==> src/rtl/gcd_dispatch.sv <==
// Operand-pair FIFO feeding an external GCD engine, with a zero bypass,
// an engine watchdog and a held result port.
module gcd_dispatch #(
  parameter int FIFO_DEPTH = 4,
  parameter int TIMEOUT    = 31
) (
  input  logic       clk,
  input  logic       reset,
  input  logic       in_valid,
  output logic       in_ready,
  input  logic [3:0] in_x,
  input  logic [3:0] in_y,
  output logic       eng_load,
  output logic [3:0] eng_x,
  output logic [3:0] eng_y,
  input  logic       eng_valid,
  input  logic [3:0] eng_gcd,
  output logic       out_valid,
  input  logic       out_ready,
  output logic [3:0] out_gcd,
  output logic [3:0] out_x,
  output logic [3:0] out_y,
  output logic       out_err,
  output logic       busy
);

  localparam int AW = $clog2(FIFO_DEPTH);
  localparam int CW = AW + 1;
  localparam logic [CW-1:0] FULL_CNT = CW'(FIFO_DEPTH);
  localparam logic [7:0]    LAST = 8'(TIMEOUT - 1);

  localparam logic [1:0] IDLE = 2'd0;
  localparam logic [1:0] LOAD = 2'd1;
  localparam logic [1:0] WAIT = 2'd2;
  localparam logic [1:0] HOLD = 2'd3;

  typedef struct packed {
    logic [3:0] x;
    logic [3:0] y;
  } pair_t;

  pair_t          mem [FIFO_DEPTH];
  pair_t          head;
  logic [AW-1:0]  wr_ptr;
  logic [AW-1:0]  rd_ptr;
  logic [CW-1:0]  count;
  logic [1:0]     state;
  logic [7:0]     wait_cnt;
  logic           push;
  logic           pop;
  logic           head_zero;

  // Full blocks pushes even when a pop happens this cycle.
  assign in_ready  = (count != FULL_CNT);
  assign push      = in_valid && in_ready;
  assign pop       = (state == IDLE) && (count != '0);
  assign head      = mem[rd_ptr];
  assign head_zero = (head.x == 4'd0) || (head.y == 4'd0);

  always_ff @(posedge clk) begin
    if (push) begin
      mem[wr_ptr] <= '{x: in_x, y: in_y};
    end
  end

  always_ff @(posedge clk or negedge reset) begin
    if (!reset) begin
      wr_ptr <= '0;
      rd_ptr <= '0;
      count  <= '0;
    end else begin
      if (push) begin
        wr_ptr <= wr_ptr + 1'b1;
      end
      if (pop) begin
        rd_ptr <= rd_ptr + 1'b1;
      end
      unique case ({push, pop})
        2'b10:   count <= count + 1'b1;
        2'b01:   count <= count - 1'b1;
        default: count <= count;
      endcase
    end
  end

  always_ff @(posedge clk or negedge reset) begin
    if (!reset) begin
      state     <= IDLE;
      wait_cnt  <= '0;
      eng_load  <= 1'b0;
      eng_x     <= '0;
      eng_y     <= '0;
      out_valid <= 1'b0;
      out_gcd   <= '0;
      out_x     <= '0;
      out_y     <= '0;
      out_err   <= 1'b0;
      busy      <= 1'b0;
    end else begin
      unique case (state)
        IDLE: begin
          if (pop) begin
            out_x <= head.x;
            out_y <= head.y;
            busy  <= 1'b1;
            if (head_zero) begin
              // The OR yields the nonzero operand, or 0 when both are 0.
              out_gcd   <= head.x | head.y;
              out_err   <= (head.x | head.y) == 4'd0;
              out_valid <= 1'b1;
              state     <= HOLD;
            end else begin
              eng_x    <= head.x;
              eng_y    <= head.y;
              eng_load <= 1'b1;
              state    <= LOAD;
            end
          end
        end
        LOAD: begin
          eng_load <= 1'b0;
          wait_cnt <= '0;
          state    <= WAIT;
        end
        WAIT: begin
          if (eng_valid) begin
            out_gcd   <= eng_gcd;
            out_err   <= 1'b0;
            out_valid <= 1'b1;
            state     <= HOLD;
          end else if (wait_cnt == LAST) begin
            out_gcd   <= 4'd0;
            out_err   <= 1'b1;
            out_valid <= 1'b1;
            state     <= HOLD;
          end else begin
            wait_cnt <= wait_cnt + 8'd1;
          end
        end
        HOLD: begin
          if (out_ready) begin
            out_valid <= 1'b0;
            busy      <= 1'b0;
            state     <= IDLE;
          end
        end
        default: state <= IDLE;
      endcase
    end
  end

endmodule
==> config.mk <==
export PLATFORM = sky130hd
export DESIGN_NAME = gcd_dispatch
export DESIGN_NICKNAME = d
export VERILOG_FILES = /design/src/rtl/gcd_dispatch.sv
export SDC_FILE = /design/constraint.sdc
export NUM_CORES = 1
export LEC_CHECK = 0
export ABC_AREA = 1
export BUFFER_PORTS_ARGS = -buffer_cell sky130_fd_sc_hd__buf_2
export CORE_MARGIN = 2
export CORE_UTILIZATION = 52
export CTS_BUF_LIST = sky130_fd_sc_hd__clkbuf_16
export DETAILED_ROUTE_END_ITERATION = 12
export PLACE_DENSITY = 0.76
export SYNTH_ARGS = -nofsm -noshare
export SYNTH_HDL_FRONTEND = slang
export SYNTH_SLANG_ARGS = --single-unit
==> constraint.sdc <==
create_clock -name clk -period 2.35 [get_ports clk]
set_clock_uncertainty 0.1 [all_clocks]
set_input_delay 0.1175 -clock clk [delete_from_list [all_inputs] [get_ports clk]]
set_output_delay 0.1175 -clock clk [all_outputs]
set_load 0.005 [all_outputs]
== Word level (Yosys, flattened, before mapping) ==
Memory sizes are Yosys's and may differ from the RTL's.
Index checks and enable logic that the tools add are counted.
Word-level totals
  bits in registers: 41
  RAM bits: 32
  input port bits: 17
  output and inout bits: 25
  word-level logic and storage cells: 90
  memories kept: 1
Memory list
  mem: words 4, bits a word 8, rd ports 1, clocked after Yosys merged registers in 0, write ports 1, RTL line 42  | pair_t mem [FIFO_DEPTH];
Cells by class
  add/subtract/negate cells: 5
  equal/unequal tests: 14
  multiplexer cells: 32
  bitwise gates (word level): 2
  reduce and logical (&&, ||, !) cells: 22
Operators by type and width (count)
  4-bit two-way mux: 4
  8-bit two-way mux: 2
  8-bit one-hot mux with 2 select lines: 1
  3-bit AND reduction: 5
  1-bit two-way mux: 13
  4-bit logical NOT: 3
  2-bit != test, second input constant: 6
  2-bit two-way mux: 5
  2-bit nonzero test: 5
  8-bit by 1-bit adder with 8-bit output, second input constant: 1
  8-bit by 5-bit == test with 1-bit output, second input constant: 1
  2-bit one-hot mux with 4 select lines: 1
  4-bit one-hot mux with 2 select lines: 1
  2-bit == test, second input constant: 3
  3-bit != test, second input constant: 2
  1-bit one-hot mux with 2 select lines: 3
  3-bit one-hot mux with 2 select lines: 1
  3-bit nonzero test: 2
  5-bit AND reduction: 1
  2-bit by 1-bit adder with 2-bit output, second input constant: 2
  2-bit by 1-bit == test with 1-bit output, second input constant: 2
  4-bit OR: 1
  4-bit AND reduction: 1
  3-bit by 1-bit adder with 3-bit output, second input constant: 1
  7 further kinds: 8

== Longest topological paths before layout ==
An unclocked memory read counts as a cell.
  word-level depth: 6
  depth in mapped cells: 14
  depth with buffers taken out: 12

== Least setup slack after synthesis ==
Ideal clock, no wire load.
  path kind: flip-flop to flip-flop
  start point: reg state[0]
  end point: reg count[2]
  library setup time: 0.131 ns
  data arrival time: 1.958 ns
  data required time: 2.119 ns
  setup slack: 0.161 ns
  stages on the path, launching flop included: 11
  buffers on the path: 0
  period minus slack after synthesis: 2.189 ns
  cells stage by stage: dfrtp_1 > inv_1 > ha_1 > inv_2 > a31oi_4 > ha_1 > inv_1 > fa_1 > a21oi_1 > o21ai_0 > xor2_1
Between the ends
  longest elaborated chain between the ends: 4
  elaborated cells on any way between the ends: 6
  those cells by class: 2 x eq/ne; 1 x mux; 3 x reduce/logical
RTL lines
  start: declaration: RTL line 47  | logic [1:0] state;
  start signal: assignment: RTL line 88  | state <= IDLE;
  start signal: assignment: RTL line 111  | state <= HOLD;
  start signal: assignment: RTL line 116  | state <= LOAD;
  2-bit logical NOT *: RTL line 56  | assign pop = (state == IDLE) && (count != '0);
  1-bit logical AND *: RTL line 56
  named net pop: RTL line 50  | logic pop;
  2-bit by 1-bit == test with 1-bit output or 2-bit == test (tied branches): RTL line 78  | unique case ({push, pop})
  3-bit one-hot mux with 2 select lines or 2-bit nonzero test (tied branches)
  end signal: assignment: RTL line 79  | 2'b10: count <= count + 1'b1;
  end signal: assignment: RTL line 80  | 2'b01: count <= count - 1'b1;
  end signal: assignment: RTL line 81  | default: count <= count;
  end: declaration: RTL line 46  | logic [CW-1:0] count;
The timed path passes the listed nets; every way through them passes the cells marked *.
A chain may end at the register's enable or synchronous reset.

== Final worst setup path ==
Ends and elaborated chain as after synthesis.

==> results.md <==
* Status: finished clean
* Global-route usage over all layers at 0.195
* Wire length per cell at about 13 um
* Filler cells at 507
* Max-slew violation count at 0
* Area contributors post-synth: dfrtp_1 (30%), edfxtp_1 (28%), nand2_1 (11%), ha_1 (4.1%), nand3_1 (3.4%)
* Critical path's slowest cell: dfrtp_1
* Area of the multi-input gates at 1180 sq um
* CTS max path bufs at 2
* Die height at roughly 85 um
* Synthesis-to-finish area growth at 23.3%
* Async S/R FF share, synth at 0.562
* DR pass1 iterations at 5
* Most frequent cells in the layout: nand2_1 (96), dfrtp_1 (41), buf_2 (41)
* Cell Pwr Density at 1480 nW/um^2
* Crit start category: register
* Critical path peak fanout at 4
* I/O Pins at 42
* Layout Nets at 430
* CTS Buf Count at 9
* Count of cell types in the netlist at 31
* Hold WS at around 0.0051 ns
* F_max at 472 MHz
* Peak supply drop at 686 uV
* Final GP Congestion at 0.826
* Worst EP required at 2.46 ns
* Gate Count Post-Synth at 334
* Mapped Area at 3380 sq um
* Sequential area share after synthesis at 0.588
* CP cell instances: inv_1 -> ha_1 -> inv_2 -> a31oi_4 -> ha_1 -> inv_1 -> fa_1 -> a21oi_1 -> o21ai_0 -> xor2_1
* FP Rows at 29
* Total Power at 0.00617 W
* Register area at between 1500 and 2000 sq um
* Routed vias at around 2400
* First DRT Iteration DRCs at 147
* Vias per Instance at 5.01
* Worst rel slew slack at 0.396
* Die area at around 7000 sq um
* Tcrit/Tclk final at 0.902
* Initial antenna violation count at 0
* Buf/Inv on CP at 3
* Synth Net Count at 363
* Slowest stage delay, CP at around 0.41 ns
* Largest net degree at the start of global routing at 42
* Lkg Pwr at 1.96 nW
* Synth warn at 0
* Clk_lat worst skew at ~0.33 ns
* Max Cap Viol at 0
* Delay-heaviest family, CP: adder cells
* RSZ-0062 raised after global routing: no
* Vias in the first global route at 2342
* Port-buffer cells at 41
* Worst hold path type: in2reg
* Detailed Route WL at 6490 um
* Resized cells post-CTS at 0
* Commonest non-fill, non-tap cell in the layout: nand2_1
* Area leader, netlist: dfrtp_1
* GRT overflow at 0
* Prevailing post-synth register cell: dfrtp_1
* Yosys reg bits at 73
* Diodes inserted at 0
* CTS tree: done
* Hold-fix buffer count after cts at 9
* Kind of critical path: reg2reg
* Reg clk slew, reported paths at 0.06 ns
* Residual DRC at 0
* First-pass GRT wire length at between 10000 and 15000 um
* Syn avg cell area at 10.1 sq um
* Setup Viol. Count Final at 0
* Antenna-violating nets left at 0
* Initial Utilization at 0.535
* Final Hold Fails at 0
* Synth top area share at 0.304
* Layout cells sized above 1 at 0.244
* Core area at 6310 sq um
* Final TNS setup at 0 ns
* Worst Tran Pin Value at 0.907 ns
* Worst Path Arrival at 2.23 ns
* Root Buffer: clkbuf_16
* CTS H-Tree Depth at 3
* Post-CTS setup buffers at 0
* Die W at between 80 and 90 um
* Min cycle time layout at 2.12 ns
* CP Capture Type: register
* Post-synth EDFFs at 32
* Clk sinks at between 70 and 80
* Hpwl dp at between 4000 and 5000 um
## cell usage after synthesis (all sizes together) (2+ instances only)
| library cell | number |
|---|---|
| a21oi | 6 |
| buf | 5 |
| clkbuf | 2 |
| dfrtp | 41 |
| edfxtp | 32 |
| ha | 11 |
| inv | 35 |
| nand2 | 107 |
| nand3 | 26 |
| nor2 | 23 |
| o21ai | 29 |
| o31ai | 2 |
| xnor2 | 2 |
| xor2 | 6 |
## power by group
part	internal [W]	leakage, nW	switching, W
Combinational	0.000951	0.981	0.00156
Sequential	0.00178	0.800	0.000220
Clock	0.00115	0.178	0.000517
Total	0.00388	1.96	0.00229
## routing by layer
metal / wire, um / track usage
met5: 0 / 0
met4: 103 / 0.0981
met3: 256 / 0.0462
met2: 3310 / 0.322
met1: 2820 / 0.241
## final timing paths
path / startpoint / endpoint / slack, ns / cells after the start
min in group asynchronous: reset / out_gcd[0]$_DFFE_PN0P_ / 0.36 / 2
hold reg to reg: eng_x[3]$_DFFE_PN0P_ / eng_x[3]$_DFFE_PN0P_ / 0.38 / 2
setup / recovery: state[0]$_DFFE_PN0P_ / count[2]$_DFFE_PN0P_ / 0.23 / 10
setup reg to reg: state[0]$_DFFE_PN0P_ / count[2]$_DFFE_PN0P_ / 0.23 / 10
max in group asynchronous: reset / count[0]$_DFFE_PN0P_ / 1.22 / 2
hold / removal: out_ready / busy$_DFFE_PN0P_ / 0.005 / 4
## flip-flops by register name, summed over array words and instances (netlist names), 2 cells and up
register,count
count,3
eng_x,4
eng_y,4
mem,32
out_gcd,4
out_x,4
out_y,4
rd_ptr,2
state,2
wait_cnt,8
wr_ptr,2
## cells by family (layout without fill, tap and decap cells)
family,count (synthesis),in the layout,share of synthesized area
AO/OA/AOI/OAI,40,40,0.0771
flip-flops,73,73,0.588
adder cells (fa/ha/maj),12,12,0.0467
AND/OR/NAND/NOR,159,159,0.206
buffers and inverters,42,114,0.0611
XOR/XNOR,8,8,0.0207
## tightest hold or removal path: stages
cell,delay (ns)
buf_2,0.07
o21ai_0,0.10
nand2_1,0.07
nand2_1,0.04
## metrics by stage
stage,cell area (sq um),setup slack [ns],cells,utilization
global placement,3710,0.300,458,0.587
global route,4170,0.00474,483,0.660
CTS,4170,0.232,483,0.660
detailed placement,3710,0.242,458,0.587
finish,4170,0.231,483,0.660
floorplan,3380,0.161,334,-
## final cells by class
| cell class | instances | share of cell area |
|---|---|---|
| multi-input combinational | 219 | 0.284 |
| inverter | 35 | 0.0333 |
| clock inverter | 7 | 0.0339 |
| clock buffer | 9 | 0.0541 |
| tap | 77 | 0.0231 |
| sequential | 73 | 0.477 |
| timing repair buffer | 63 | 0.0943 |
Power figures use the tool's default switching activity.
